[config.mk]
export PLATFORM = sky130hd
export DESIGN_NAME = mul_div_unit
export DESIGN_NICKNAME = d
export VERILOG_FILES = /design/src/rtl/mul_div_unit.sv
export SDC_FILE = /design/constraint.sdc
export NUM_CORES = 1
export LEC_CHECK = 0
export CAP_MARGIN = 15
export CORE_ASPECT_RATIO = 1.5
export CORE_MARGIN = 1
export CORE_UTILIZATION = 50
export DETAILED_ROUTE_END_ITERATION = 12
export GPL_TIMING_DRIVEN = 0
export PLACE_DENSITY_LB_ADDON = 0.3
export SLEW_MARGIN = 20
export SYNTH_ARGS = -nofsm -noshare
export SYNTH_HDL_FRONTEND = slang
export SYNTH_SLANG_ARGS = --single-unit
[constraint.sdc]
create_clock -name i_clk -period 16.3 [get_ports i_clk]
set_input_delay 4.89 -clock i_clk [delete_from_list [all_inputs] [get_ports i_clk]]
set_output_delay 4.89 -clock i_clk [all_outputs]
set_load 0.02 [all_outputs]
[src/rtl/mul_div_unit.sv]
// mul_div_unit: iterative HI/LO multiply/divide unit.
//
// Multiplies by shift-and-add and divides by restoring division, one result
// bit per clock edge on unsigned magnitudes. A final FIX cycle applies the
// sign correction and writes HI/LO. MTHI/MTLO write HI/LO directly on the
// accepting edge.
//
// Optional feature macro: MUL_DIV_UNIT_DIV_EN
//   defined   - divider built (DIV state, DIV/DIVU produce quotient/remainder)
//   undefined - DIV/DIVU only pulse o_done the cycle after acceptance
//
// Ports
//   i_clk    in   1      clock, rising edge
//   i_rst    in   1      asynchronous active-high reset
//   i_start  in   1      launch i_op (ignored while o_busy)
//   i_op     in   3      000 MULT, 001 MULTU, 010 DIV, 011 DIVU,
//                        100 MTHI, 101 MTLO, 11x reserved (no-op)
//   i_a      in   WIDTH  rs operand
//   i_b      in   WIDTH  rt operand
//   o_busy   out  1      multi-cycle operation in progress
//   o_done   out  1      one-cycle pulse after HI/LO update
//   o_hi     out  WIDTH  HI register
//   o_lo     out  WIDTH  LO register
//
// state  | meaning
// IDLE   | waiting for i_start
// MUL    | shift-and-add, one multiplier bit per edge
// DIV    | restoring division, one quotient bit per edge
// FIX    | sign correction, HI/LO write, o_done pulse next cycle

module mul_div_unit #(
  parameter int WIDTH = 32
) (
  input  logic             i_clk,
  input  logic             i_rst,
  input  logic             i_start,
  input  logic [2:0]       i_op,
  input  logic [WIDTH-1:0] i_a,
  input  logic [WIDTH-1:0] i_b,
  output logic             o_busy,
  output logic             o_done,
  output logic [WIDTH-1:0] o_hi,
  output logic [WIDTH-1:0] o_lo
);

  localparam int CW = (WIDTH > 1) ? $clog2(WIDTH) : 1;

  localparam logic [2:0] OP_MULT  = 3'b000;
  localparam logic [2:0] OP_MULTU = 3'b001;
  localparam logic [2:0] OP_DIV   = 3'b010;
  localparam logic [2:0] OP_DIVU  = 3'b011;
  localparam logic [2:0] OP_MTHI  = 3'b100;
  localparam logic [2:0] OP_MTLO  = 3'b101;

  typedef enum logic [1:0] {
    S_IDLE = 2'd0,
    S_MUL  = 2'd1,
`ifdef MUL_DIV_UNIT_DIV_EN
    S_DIV  = 2'd2,
`endif
    S_FIX  = 2'd3
  } state_t;

  state_t               r_state;
  state_t               w_state_nxt;
  logic [CW-1:0]        r_cnt;
  logic [2*WIDTH-1:0]   r_prod;    // mul: {acc, multiplier}; div: {remainder, quotient}
  logic [WIDTH-1:0]     r_b;       // multiplicand / divisor magnitude
  logic                 r_neg_q;   // negate product or quotient in FIX
  logic [WIDTH-1:0]     r_hi;
  logic [WIDTH-1:0]     r_lo;
  logic                 r_done;
  logic [WIDTH:0]       w_sum;
  logic                 w_cnt_zero;
`ifdef MUL_DIV_UNIT_DIV_EN
  logic                 r_is_div;
  logic                 r_neg_r;   // remainder follows dividend sign
  logic                 r_dz;      // divide by zero: LO forced to all ones
  logic [WIDTH:0]       w_trial;
`endif

  function automatic logic [WIDTH-1:0] f_mag(input logic [WIDTH-1:0] v, input logic sgn);
    return (sgn && v[WIDTH-1]) ? -v : v;
  endfunction

  assign w_cnt_zero = (r_cnt == '0);

  // One shift-and-add step: add multiplicand to the upper half when the
  // current multiplier bit is set, then shift the whole pair right.
  always_comb begin
    w_sum = {1'b0, r_prod[2*WIDTH-1:WIDTH]} + (r_prod[0] ? {1'b0, r_b} : '0);
  end

`ifdef MUL_DIV_UNIT_DIV_EN
  // Trial subtraction of the divisor from {remainder, next dividend bit};
  // w_trial[WIDTH] set means borrow, i.e. restore.
  always_comb begin
    w_trial = {r_prod[2*WIDTH-1:WIDTH], r_prod[WIDTH-1]} - {1'b0, r_b};
  end
`endif

  always_ff @(posedge i_clk or posedge i_rst) begin
    if (i_rst) begin
      r_state <= S_IDLE;
    end else begin
      r_state <= w_state_nxt;
    end
  end

  always_comb begin
    w_state_nxt = r_state;
    case (r_state)
      S_IDLE: begin
        if (i_start) begin
          if (i_op == OP_MULT || i_op == OP_MULTU) begin
            w_state_nxt = S_MUL;
          end
`ifdef MUL_DIV_UNIT_DIV_EN
          else if (i_op == OP_DIV || i_op == OP_DIVU) begin
            w_state_nxt = S_DIV;
          end
`endif
        end
      end
      S_MUL: begin
        if (w_cnt_zero) begin
          w_state_nxt = S_FIX;
        end
      end
`ifdef MUL_DIV_UNIT_DIV_EN
      S_DIV: begin
        if (w_cnt_zero) begin
          w_state_nxt = S_FIX;
        end
      end
`endif
      S_FIX: begin
        w_state_nxt = S_IDLE;
      end
      default: begin
        w_state_nxt = S_IDLE;
      end
    endcase
  end

  always_ff @(posedge i_clk or posedge i_rst) begin
    if (i_rst) begin
      r_cnt    <= '0;
      r_prod   <= '0;
      r_b      <= '0;
      r_neg_q  <= 1'b0;
      r_hi     <= '0;
      r_lo     <= '0;
      r_done   <= 1'b0;
`ifdef MUL_DIV_UNIT_DIV_EN
      r_is_div <= 1'b0;
      r_neg_r  <= 1'b0;
      r_dz     <= 1'b0;
`endif
    end else begin
      r_done <= 1'b0;
      case (r_state)
        S_IDLE: begin
          if (i_start) begin
            case (i_op)
              OP_MULT, OP_MULTU: begin
                // Signed ops have i_op[0] == 0.
                r_b     <= f_mag(i_a, ~i_op[0]);
                r_prod  <= {{WIDTH{1'b0}}, f_mag(i_b, ~i_op[0])};
                r_neg_q <= ~i_op[0] & (i_a[WIDTH-1] ^ i_b[WIDTH-1]);
                r_cnt   <= CW'(WIDTH - 1);
`ifdef MUL_DIV_UNIT_DIV_EN
                r_is_div <= 1'b0;
`endif
              end
              OP_DIV, OP_DIVU: begin
`ifdef MUL_DIV_UNIT_DIV_EN
                r_b      <= f_mag(i_b, ~i_op[0]);
                r_prod   <= {{WIDTH{1'b0}}, f_mag(i_a, ~i_op[0])};
                r_neg_q  <= ~i_op[0] & (i_a[WIDTH-1] ^ i_b[WIDTH-1]);
                r_neg_r  <= ~i_op[0] & i_a[WIDTH-1];
                r_dz     <= (i_b == '0);
                r_is_div <= 1'b1;
                r_cnt    <= CW'(WIDTH - 1);
`else
                r_done <= 1'b1;
`endif
              end
              OP_MTHI: begin
                r_hi   <= i_a;
                r_done <= 1'b1;
              end
              OP_MTLO: begin
                r_lo   <= i_a;
                r_done <= 1'b1;
              end
              default: begin
              end
            endcase
          end
        end
        S_MUL: begin
          r_prod <= {w_sum, r_prod[WIDTH-1:1]};
          r_cnt  <= r_cnt - 1'b1;
        end
`ifdef MUL_DIV_UNIT_DIV_EN
        S_DIV: begin
          if (!w_trial[WIDTH]) begin
            r_prod <= {w_trial[WIDTH-1:0], r_prod[WIDTH-2:0], 1'b1};
          end else begin
            r_prod <= {r_prod[2*WIDTH-2:0], 1'b0};
          end
          r_cnt <= r_cnt - 1'b1;
        end
`endif
        S_FIX: begin
          r_done <= 1'b1;
`ifdef MUL_DIV_UNIT_DIV_EN
          if (r_is_div) begin
            // Negating the remainder magnitude restores the original
            // dividend on divide by zero, so HI needs no special case.
            r_hi <= r_neg_r ? -r_prod[2*WIDTH-1:WIDTH] : r_prod[2*WIDTH-1:WIDTH];
            r_lo <= r_dz ? '1 : (r_neg_q ? -r_prod[WIDTH-1:0] : r_prod[WIDTH-1:0]);
          end else begin
            {r_hi, r_lo} <= r_neg_q ? -r_prod : r_prod;
          end
`else
          {r_hi, r_lo} <= r_neg_q ? -r_prod : r_prod;
`endif
        end
        default: begin
        end
      endcase
    end
  end

  assign o_busy = (r_state != S_IDLE);
  assign o_done = r_done;
  assign o_hi   = r_hi;
  assign o_lo   = r_lo;

endmodule

==> results of run 1 <==
==> per-stage QoR <==
stage	utilization [%]	instances	setup WS (ns)	hold WS, ns	power, mW
after floorplan	-	1405	6.83	0.442	1.52
after global placement	58.3	1820	4.45	0.456	1.98
after detailed placement	58.5	1821	7.98	0.466	2.01
after CTS	60.9	1852	8.30	0.479	2.42
after global routing	60.9	1852	8.17	0.489	2.59
final	60.9	1852	8.16	0.476	2.45
==> routing by layer <==
metal  track usage (%)  share of wire (%)  wire length (µm)
met1              42.8                 39             15900
met2              56.8                 47             19200
met3              6.16                8.1              3290
met4              20.1                5.8              2390
met5                 0                  0                 0
==> synth_stat cells (9+ instances only) <==
cell	number
o31ai_1	34
a221oi_1	15
nor4_1	14
nand2_1	164
o21a_1	9
nor3_1	34
a21oi_1	106
xor2_1	98
o22ai_1	11
a211oi_1	26
o211ai_1	10
o21ai_0	141
o221ai_1	16
xnor2_1	38
inv_1	31
nand4_1	12
nor2_1	105
nand2b_1	16
ha_1	41
nand3_1	20
or3_1	28
dfrtp_1	169
a21o_1	38
and2_1	35
clkbuf_1	74
or4_1	12
a31oi_1	9
o41ai_1	15
==> worst max-delay path, cell delays in order <==
cell,delay (ns)
clkdlybuf4s50_1,0.49
inv_1,0.05
ha_1,0.18
and3_1,0.18
a21oi_1,0.34
clkbuf_1,0.55
clkbuf_1,0.77
buf_1,0.67
nand2_1,0.20
o21ai_0,0.15
==> registers in the layout, summed over array words and instances, names as in the netlist <==
signal,flops
r_prod,64
r_neg_q,1
o_done,1
r_cnt,5
r_state,2
o_hi,32
r_b,32
o_lo,32
==> final cells by class <==
type	instances	area [µm²]
plain buffers	79	304
clock buffers	18	429
repair buffers	136	1380
inverters	31	124
clock inverters	13	136
fillers	2044	8970
well taps	280	350
multi-input cells	1126	7050
flip-flops and latches	169	4230
==> kinds of logic (layout without fill, tap and decap cells) <==
group           count (synthesis)  after routing  synth area share [%]
buf+inv                       110            277                  3.59
simple gates                  476            476                  19.7
fa+ha+maj                      42             42                  4.56
compound gates                466            466                  25.3
flops                         169            169                  36.2
xor+xnor                      136            136                  10.2
mux                             6              6                 0.513
==> power breakdown <==
| group | internal (mW) | switching [mW] | total, mW |
|---|---|---|---|
| logic | 0.491 | 0.733 | 1.22 |
| clock network | 0.215 | 0.191 | 0.405 |
| registers | 0.607 | 0.210 | 0.817 |
==> final timing paths <==
path	start	end	slack (ns)	depth (start not counted)
setup reg to reg	r_state[0]	r_prod[37]	12.29	10
setup / recovery	i_op[2]	r_prod[37]	8.16	10
hold reg to reg	o_lo[2]	o_lo[2]	0.48	1
hold / removal	o_lo[2]	o_lo[2]	0.48	1
max in group asynchronous	i_rst	r_prod[22]	10.49	3
min in group asynchronous	i_rst	r_prod[44]	4.92	2
==> results by group, run 1 <==
Critical path
  • Crit end category: register
  • Crit start category: primary input
  • Arr. time, crit path: 8.49 ns
  • CP required: roughly 17 ns
  • Largest fanout on the critical path: 10
  • Crit path kind: in2reg

Die
  • Width of the die: about 130 µm
  • Initial Util: between 50% and 60%
  • Die Height: ~190 µm
  • Die area: around 0.024 mm²
  • Core box area: 0.0230 mm²
  • Core Rows: 68
  • Ports: around 140

Timing
  • Fin. Hold Viols: 0
  • RSZ-0062 raised after global routing: false
  • Max_slew headroom: between 30 and 40%
  • Final setup TNS: 0 ns
  • Final setup vio count: 0
  • FMAX: between 0.1 and 0.15 GHz
  • Fin crit period: 8.14 ns
  • Clock Skew: ~0.015 ns
  • Fin crit share: 49.9%
  • Max-slew violations: 0
  • Pin slew with the least headroom to its limit: 0.936 ns

Finish
  • Area growth syn-to-layout: 19.7%
  • Final nets: about 1.7k
  • Most common cell after layout, fill and taps aside: dfrtp_1
  • Finished Cell Area: approximately 0.014 mm²
  • Most frequent cells in the layout: dfrtp_1 (169), nand2_1 (164), o21ai_0 (141)
  • Antenna cell count: 0
  • Fraction of layout cells with a size suffix above 1: 2.99%

Power and ir drop
  • Pwr dens: approximately 170 mW/mm²
  • VDD IR max: 0.132 mV
  • Leakage dissipation: around 5.8 nW

Detailed routing
  • Via density: ~6.5
  • First drt pass iteration count: 6
  • Routed Antenna Nets: 0
  • Final wirelength: ~41000 µm
  • Via Count: about 12k
  • Drt drc: 0
  • Wirelength per Cell: approximately 22 µm
  • Iter 0 DRT Violations: 1348

Clocking
  • Post-CTS Setup Bufs: 0
  • Clk sinks: around 170
  • Clk_lat worst skew: between 0.4 and 0.5 ns
  • CTS tree: yes
  • CTS Buf Count: 17
  • Reg clk slew, reported paths: about 0.07 ns
  • Clock tree buffer depth: 2
  • CTS root buffer: clkbuf_16
  • CTS H-tree depth: 4
  • Post-cts hold buffer count: 0
  • PostCTS Resize Cnt: 0

Global routing
  • Largest net degree at the start of global routing: slightly below 90
  • GRT overflow: 0
  • GRT Util Overall: approximately a third
  • Number of global-route vias before repair: about 12k
  • Antenna violations before repair: 0
  • First-pass GRT wire length: 63800 µm

Placement
  • Placed cell area: approximately 0.013 mm²
  • Port Buf Inserts: about 140
  • Hpwl dp: 31200 µm
  • Gp weighted congestion: approximately 0.97

Logic synthesis
  • Area leader, netlist: dfrtp_1
  • Synthesized net count: approximately 1.5k
  • Post-synth EDFFs: 0
  • Mapped cell area: between 0.01 and 0.015 mm²
  • Syn Inst Count: about 1.4k
  • Register bit total from synthesis: around 170
  • Post-synth top flop: dfrtp_1
  • Synth cell types: 59
  • Synth top area share: 36.2%
  • Register area share after synthesis: 36.2%
  • Synth area leaders: dfrtp_1 (36%), xor2_1 (7.3%), o21ai_0 (6.0%), nand2_1 (5.3%), a21oi_1 (4.5%)
  • Syn avg cell area: ~8.3 µm²
  • Total number of yosys warnings: 0
  • Post-synthesis async set-or-reset flop share: 100%

Run
  • Max Cap Violations: 0

Run status
  • Status: completed

Hold path
  • Hold/Removal Path Class: reg2reg
No activity file was read; power rests on OpenSTA's default activity.
==> run 2: changes to the inputs <==
- clock period: 16.3 -> 8.4 ns (I/O delays scaled with it)
==> results of run 2 <==
The final DEF is identical to that of run 1. Status: completed.
Among the figures that moved: setup slack after placement 7.98 ns -> 2.45 ns; setup slack after layout 8.16 ns -> 2.63 ns; register-to-register setup slack 12.29 ns -> 4.39 ns; total power 2.45 mW -> 4.75 mW; worst IR drop on VDD 0.132 mV -> 0.256 mV
